[src/rtl/dmi_pkg.sv]
// dmi_pkg: shared DMI op/resp codes, register addresses and bit positions.
// Optional feature macro used by dmi_target_regs: DMI_TARGET_PROGBUF_EN.
package dmi_pkg;

  typedef enum logic [1:0] {
    OP_NOP   = 2'd0,
    OP_READ  = 2'd1,
    OP_WRITE = 2'd2,
    OP_RSVD  = 2'd3
  } dmi_op_e;

  typedef enum logic [1:0] {
    ST_IDLE,
    ST_ACCESS,
    ST_RESP
  } dmi_state_e;

  localparam logic [1:0] RESP_SUCCESS = 2'd0;
  localparam logic [1:0] RESP_FAILED  = 2'd2;

  localparam logic [6:0] ADDR_DATA0     = 7'h04;
  localparam logic [6:0] ADDR_DATA1     = 7'h05;
  localparam logic [6:0] ADDR_DMCONTROL = 7'h10;
  localparam logic [6:0] ADDR_DMSTATUS  = 7'h11;
  localparam logic [6:0] ADDR_PROGBUF0  = 7'h20;
  localparam logic [6:0] ADDR_PROGBUF7  = 7'h27;

  localparam int unsigned DMCTRL_HALTREQ   = 31;
  localparam int unsigned DMCTRL_RESUMEREQ = 30;
  localparam int unsigned DMCTRL_NDMRESET  = 1;
  localparam int unsigned DMCTRL_DMACTIVE  = 0;

  localparam int unsigned DMSTAT_ALLRUNNING = 11;
  localparam int unsigned DMSTAT_ALLHALTED  = 9;
  localparam logic [3:0]  DMSTAT_VERSION    = 4'd2;

endpackage

[src/rtl/dmi_target_regs.sv]
// dmi_target_regs: debug register bank, address decode, read mux and
// hart-control outputs. DMI_TARGET_PROGBUF_EN adds progbuf0..7 at 0x20..0x27.
module dmi_target_regs (
  input  logic        clk,
  input  logic        rst,
  input  logic        commit,
  input  logic [6:0]  addr,
  input  logic [1:0]  op,
  input  logic [31:0] wdata,
  input  logic        hart_halted,
  output logic [1:0]  rresp,
  output logic [31:0] rdata,
  output logic        haltreq,
  output logic        resumereq,
  output logic        ndmreset,
  output logic        dmactive
);
  import dmi_pkg::*;

  logic [31:0] data0_q, data1_q;
  logic        haltreq_q, ndmreset_q, dmactive_q, resumereq_q;
  logic        mapped, wr_en;
  logic [31:0] rd_val, dmcontrol_rd, dmstatus_rd;
`ifdef DMI_TARGET_PROGBUF_EN
  logic [31:0] progbuf_q [8];
`endif

  // Fixed-layout views of dmcontrol and dmstatus for the read mux
  always_comb begin
    dmcontrol_rd = '0;
    dmcontrol_rd[DMCTRL_HALTREQ]  = haltreq_q;
    dmcontrol_rd[DMCTRL_NDMRESET] = ndmreset_q;
    dmcontrol_rd[DMCTRL_DMACTIVE] = dmactive_q;
    dmstatus_rd = '0;
    dmstatus_rd[DMSTAT_ALLRUNNING] = !hart_halted;
    dmstatus_rd[DMSTAT_ALLHALTED]  = hart_halted;
    dmstatus_rd[3:0] = DMSTAT_VERSION;
  end

  // Address decode, read mux and response code for the current request
  always_comb begin
    mapped = 1'b1;
    rd_val = '0;
    case (addr)
      ADDR_DATA0:     rd_val = data0_q;
      ADDR_DATA1:     rd_val = data1_q;
      ADDR_DMCONTROL: rd_val = dmcontrol_rd;
      ADDR_DMSTATUS:  rd_val = dmstatus_rd;
      default:        mapped = 1'b0;
    endcase
`ifdef DMI_TARGET_PROGBUF_EN
    if (addr >= ADDR_PROGBUF0 && addr <= ADDR_PROGBUF7) begin
      mapped = 1'b1;
      rd_val = progbuf_q[addr[2:0]];
    end
`endif
    rresp = RESP_SUCCESS;
    rdata = '0;
    wr_en = 1'b0;
    case (op)
      OP_NOP:   ;
      OP_READ:  if (mapped) rdata = rd_val; else rresp = RESP_FAILED;
      OP_WRITE: if (mapped) wr_en = commit; else rresp = RESP_FAILED;
      default:  rresp = RESP_FAILED;
    endcase
  end

  // Register bank; dmactive=0 write holds the DM state cleared
  always_ff @(posedge clk or posedge rst) begin
    if (rst) begin
      data0_q     <= '0;
      data1_q     <= '0;
      haltreq_q   <= 1'b0;
      ndmreset_q  <= 1'b0;
      dmactive_q  <= 1'b0;
      resumereq_q <= 1'b0;
`ifdef DMI_TARGET_PROGBUF_EN
      for (int unsigned i = 0; i < 8; i++) progbuf_q[i] <= '0;
`endif
    end else begin
      resumereq_q <= 1'b0;
      if (wr_en) begin
        case (addr)
          ADDR_DATA0: data0_q <= wdata;
          ADDR_DATA1: data1_q <= wdata;
          ADDR_DMCONTROL: begin
            dmactive_q <= wdata[DMCTRL_DMACTIVE];
            if (wdata[DMCTRL_DMACTIVE]) begin
              haltreq_q   <= wdata[DMCTRL_HALTREQ];
              ndmreset_q  <= wdata[DMCTRL_NDMRESET];
              resumereq_q <= wdata[DMCTRL_RESUMEREQ];
            end else begin
              haltreq_q  <= 1'b0;
              ndmreset_q <= 1'b0;
              data0_q    <= '0;
              data1_q    <= '0;
`ifdef DMI_TARGET_PROGBUF_EN
              for (int unsigned i = 0; i < 8; i++) progbuf_q[i] <= '0;
`endif
            end
          end
          default: ;
        endcase
`ifdef DMI_TARGET_PROGBUF_EN
        if (addr >= ADDR_PROGBUF0 && addr <= ADDR_PROGBUF7)
          progbuf_q[addr[2:0]] <= wdata;
`endif
      end
    end
  end

  assign haltreq   = haltreq_q & dmactive_q;
  assign ndmreset  = ndmreset_q & dmactive_q;
  assign resumereq = resumereq_q;
  assign dmactive  = dmactive_q;

endmodule

[src/rtl/dmi_target.sv]
// dmi_target: DMI responder top. Request/response handshake FSM, access
// latency counter and request/response latches around dmi_target_regs.
// Optional progbuf registers are enabled by DMI_TARGET_PROGBUF_EN.
module dmi_target #(
  parameter int unsigned ACCESS_LAT = 1
) (
  input  logic        clk,
  input  logic        reset,
  input  logic        debug_req_valid,
  output logic        debug_req_ready,
  input  logic [6:0]  debug_req_bits_addr,
  input  logic [1:0]  debug_req_bits_op,
  input  logic [31:0] debug_req_bits_data,
  output logic        debug_resp_valid,
  input  logic        debug_resp_ready,
  output logic [1:0]  debug_resp_bits_resp,
  output logic [31:0] debug_resp_bits_data,
  input  logic        hart_halted,
  output logic        haltreq,
  output logic        resumereq,
  output logic        ndmreset,
  output logic        dmactive
);
  import dmi_pkg::*;

  dmi_state_e  state_q, state_d;
  logic [3:0]  cnt_q;
  logic [6:0]  addr_q;
  logic [1:0]  op_q;
  logic [31:0] wdata_q;
  logic [1:0]  resp_q;
  logic [31:0] rdata_q;
  logic        rdy_q;
  logic        accept, commit;
  logic [1:0]  rresp;
  logic [31:0] rdata;

  // Next-state logic: accept in IDLE, count down in ACCESS, hold in RESP
  always_comb begin
    state_d = state_q;
    accept  = 1'b0;
    commit  = 1'b0;
    case (state_q)
      ST_IDLE: if (debug_req_valid && rdy_q) begin
        accept  = 1'b1;
        state_d = ST_ACCESS;
      end
      ST_ACCESS: if (cnt_q == '0) begin
        commit  = 1'b1;
        state_d = ST_RESP;
      end
      ST_RESP: if (debug_resp_ready) state_d = ST_IDLE;
      default: state_d = ST_IDLE;
    endcase
  end

  // State register; ready is registered from next state so it is low in reset
  always_ff @(posedge clk or posedge reset) begin
    if (reset) begin
      state_q <= ST_IDLE;
      rdy_q   <= 1'b0;
    end else begin
      state_q <= state_d;
      rdy_q   <= (state_d == ST_IDLE);
    end
  end

  // Request latch, latency counter and response capture at commit
  always_ff @(posedge clk or posedge reset) begin
    if (reset) begin
      cnt_q   <= '0;
      addr_q  <= '0;
      op_q    <= '0;
      wdata_q <= '0;
      resp_q  <= '0;
      rdata_q <= '0;
    end else begin
      if (accept) begin
        addr_q  <= debug_req_bits_addr;
        op_q    <= debug_req_bits_op;
        wdata_q <= debug_req_bits_data;
        cnt_q   <= 4'(ACCESS_LAT - 1);
      end else if (state_q == ST_ACCESS && cnt_q != '0) begin
        cnt_q <= cnt_q - 4'd1;
      end
      if (commit) begin
        resp_q  <= rresp;
        rdata_q <= rdata;
      end
    end
  end

  dmi_target_regs u_regs (
    .clk         (clk),
    .rst         (reset),
    .commit      (commit),
    .addr        (addr_q),
    .op          (op_q),
    .wdata       (wdata_q),
    .hart_halted (hart_halted),
    .rresp       (rresp),
    .rdata       (rdata),
    .haltreq     (haltreq),
    .resumereq   (resumereq),
    .ndmreset    (ndmreset),
    .dmactive    (dmactive)
  );

  assign debug_req_ready      = rdy_q;
  assign debug_resp_valid     = (state_q == ST_RESP);
  assign debug_resp_bits_resp = resp_q;
  assign debug_resp_bits_data = rdata_q;

endmodule

[config.mk]
export PLATFORM = sky130hd
export DESIGN_NAME = dmi_target
export DESIGN_NICKNAME = d
export VERILOG_FILES = /design/src/rtl/dmi_pkg.sv /design/src/rtl/dmi_target_regs.sv /design/src/rtl/dmi_target.sv
export SDC_FILE = /design/constraint.sdc
export NUM_CORES = 1
export LEC_CHECK = 0
export BUFFER_PORTS_ARGS = -buffer_cell sky130_fd_sc_hd__buf_2
export CAP_MARGIN = 0
export CORE_MARGIN = 2
export CORE_UTILIZATION = 45
export DETAILED_ROUTE_END_ITERATION = 6
export PLACE_DENSITY = 0.67
export SYNTH_ARGS = -nofsm -noshare
export SYNTH_HDL_FRONTEND = slang
export SYNTH_HIERARCHICAL = 1
export SYNTH_SLANG_ARGS = --single-unit
[constraint.sdc]
create_clock -name clk -period 2.85 [get_ports clk]
set_input_delay 0.855 -clock clk [delete_from_list [all_inputs] [get_ports clk]]
set_output_delay 0.855 -clock clk [all_outputs]
set_load 0.05 [all_outputs]
==> results.md <==
* # resized after CTS at 0
* Critical path buffer and inverter count at 3
* Syn Nets at 626
* Final-stage net count at 706
* IO Pins at 86
* Antenna violations before repair at 0
* DRC marker count from the first detailed-route iteration at 340
* Clock root buffer master: clkbuf_16
* Synth Area in Adders at 0.719%
* Global route overflow at 0
* Syn avg cell area at 12.1 µm²
* XOR/XNOR Fraction of Synth Area at 0%
* CTS clk-pin slew, worst paths at 70 ps
* Core Rows at 45
* Core area at 0.0151 mm²
* CTS tree: done
* Layout cells sized above 1 at 38.0%
* Seq/Total Area, Yosys at 53.9%
* First-pass GRT wire length at 25.4 mm
* PD cells at 884 mW/mm²
* Slew headroom at 46.5%
* Final min period at 2340 ps
* Die width at 128 µm
* Critical path arrival at 2650 ps
* Pins Over Slew Limit at 0
* Fmax at 428 MHz
* Largest area contributor in the netlist: dfrtp_1
* Clock Latency Late Sink at 430 ps
* Synth warnings at 6
* # setup viols final at 0
* Post-synth ARST share at 100%
* Max-cap check violation count at 0
* Placer congestion estimate at 0.834
* #FFs+latches synth at 150
* Critical R2R Capture: u_regs/data0_q[4]
* Hold_buf cts at 0
* Synth unique cells at 47
* Least-Margin Pin Slew at 801 ps
* DR vias at 4796
* Post-CTS Repair Setup Buffers at 0
* Worst hold endpoint: u_regs/data0_q[20]
* Reg area at 0.00375 mm²
* Cell with the most instances after synthesis: dfrtp_1
* Critical path's largest stage delay at 460 ps
* Largest cells by area after synthesis: dfrtp_1, mux2_2, mux2_4
* Tcrit/Tclk final at 82.0%
* RSZ-0062 raised after global routing: no
* Gr usage total at 19.7%
* Number of flops mapped to enable cells by yosys at 0
* CTS H-tree depth at 4
* Clock sink count at 150
* CP Cell Sequence: inv_1 > ha_1 > nand2b_1 > or3_2 > inv_1 > and3b_1 > o211ai_1 > buf_4 > a22o_2
* Outcome: finished clean
* Worst Hold Depth at 1
* Lkg Pwr at 3.77 nW
* Post-DP HPWL at 10.2 mm
* Footprint of the multi-input gates at 0.00277 mm²
* Vias in the first global route at 4929
* Crit Path Max Fanout at 20
* Final ANT Viol Nets at 0
* Max Clock Skew at 15.4 ps
* Die ar. at 0.0165 mm²
* Synth Instances at 576
* Final setup TNS at 0 ps
* Largest net degree at the start of global routing at 66
* Crit Path Class: flip-flop to flip-flop
* Worst r2r path cells at 9
* Chip height at 128 µm
* Max clock buf depth at 2
* Fin. Hold Viols at 0
* Hold/Removal Path Class: flip-flop to flip-flop
* Slowest-stage cell, CP: or3_2
* Buffers added on ports at 85
* Crit path launch type: flip-flop
* Mux contribution to synthesized area at 19.0%
* Vias per Instance at 5.60
* Hold path startpoint: u_regs/data0_q[20]
* Area Growth Syn to Fin at 17.2%
* Netlist Area Pre-Place at 0.00696 mm²
* Kind of end point of the critical path: flip-flop
* First-pass DRT Iterations at 5
* R2R Path Start: cnt_q[0]
* Compound-Gate Fraction of Synth Area at 11.3%
* Fill cell count at 1281
* Max VDD drop at 0.543 mV
* DRT Wirelength at 15.5 mm
* Antenna diode count at 0
* Most instantiated cells after synthesis: dfrtp_1, nand3_1, mux2_2, inv_1, o21ai_0
* Post-Synth Simple-Gate Area at 8.61%
* Reg2Reg Setup Slack at 510 ps
* Crit path required time at 3170 ps
* Layout Utilization at 53.9%
* CTS Buf Count at 17
* Initial Util at 46.0%
* Post-route cell area at 0.00816 mm²
* Largest family of logic cells by synthesized area: multiplexers
* Yosys top cell area share at 53.9%
* Main flop type after synthesis: dfrtp_1
* DP Area at 0.00757 mm²
* WL/cell at 18.1 µm
* Cell mode on critical path: inv_1
* DRC at 0
* Family with the most delay on the worst path: simple AND/OR/NAND/NOR gates
power by group:
| group | internal (mW) | switching [mW] | leakage (nW) | total, mW |
|---|---|---|---|---|
| logic | 0.846 | 1.14 | 1.49 | 1.99 |
| clock network | 1.31 | 0.932 | 0.292 | 2.25 |
| registers | 2.58 | 0.410 | 1.99 | 2.99 |
registers in the layout, summed over array words and instances (netlist names), 2 cells and up:
name,count
wdata_q,32
u_regs/data0_q,32
addr_q,7
state_q,2
op_q,2
debug_resp_bits_data,32
debug_resp_bits_resp,2
u_regs/data1_q,32
cnt_q,4
cell usage in the layout (no fill, tap or decap), types with 6 or more instances in the layout:
master	count
a21oi_1	35
a22o_1	6
a22o_2	25
and3b_1	6
buf_2	85
buf_4	21
clkbuf_16	17
dfrtp_1	150
inv_1	41
inv_6	7
mux2_2	48
mux2_4	28
mux2i_1	36
nand2b_1	8
nand3_1	57
o21ai_0	37
cell families (layout without fill, tap and decap cells):
group / after synthesis / after routing
AOI/OAI and AO/OA: 118 / 118
adders and majority gates: 4 / 4
buffers and inverters: 91 / 184
DFF: 150 / 150
muxes: 112 / 112
other: 1 / 1
and+or+nand+nor: 100 / 100
layout make-up:
class                   instances  share of cell area [%]
flip-flops and latches        150                    46.0
inverters                      43                    2.02
well taps                     188                    2.88
clock inverters                15                    2.05
multi-input cells             335                    34.0
clock buffers                  17                    5.21
repair buffers                109                    7.88
through the flow:
step	hold slack [ps]	power, mW	setup slack [ps]	instances
2_1_floorplan	462	4.47	283	576
3_3_place_gp	478	4.92	595	825
3_5_place_dp	491	5.00	514	825
4_1_cts	508	7.28	517	857
5_1_grt	516	7.59	383	857
6_report	504	7.22	512	857
how the worst max path moves through the flow:
stage             start                 to  slack (ps)  cells after the start
2_1_floorplan     reset  u_regs/data0_q[0]         280                      1
3_3_place_gp   cnt_q[0]  u_regs/data0_q[7]         600                      9
3_5_place_dp   cnt_q[0]  u_regs/data0_q[4]         510                      9
4_1_cts        cnt_q[0]  u_regs/data0_q[4]         520                      9
5_1_grt        cnt_q[0]  u_regs/data0_q[4]         380                      9
6_report       cnt_q[0]  u_regs/data0_q[4]         510                      9
metal layers:
metal  GRT usage [%]  part of all wire (%)  wire [µm]  vias up
met5               0                     0          0        -
met4            6.66                   1.3        199        0
met3            4.49                   4.9        762       17
met2            32.6                    49       7660      143
met1            25.9                    44       6890     2421
li1                -                     -          -     2215
(Power assumes the default switching activity.)
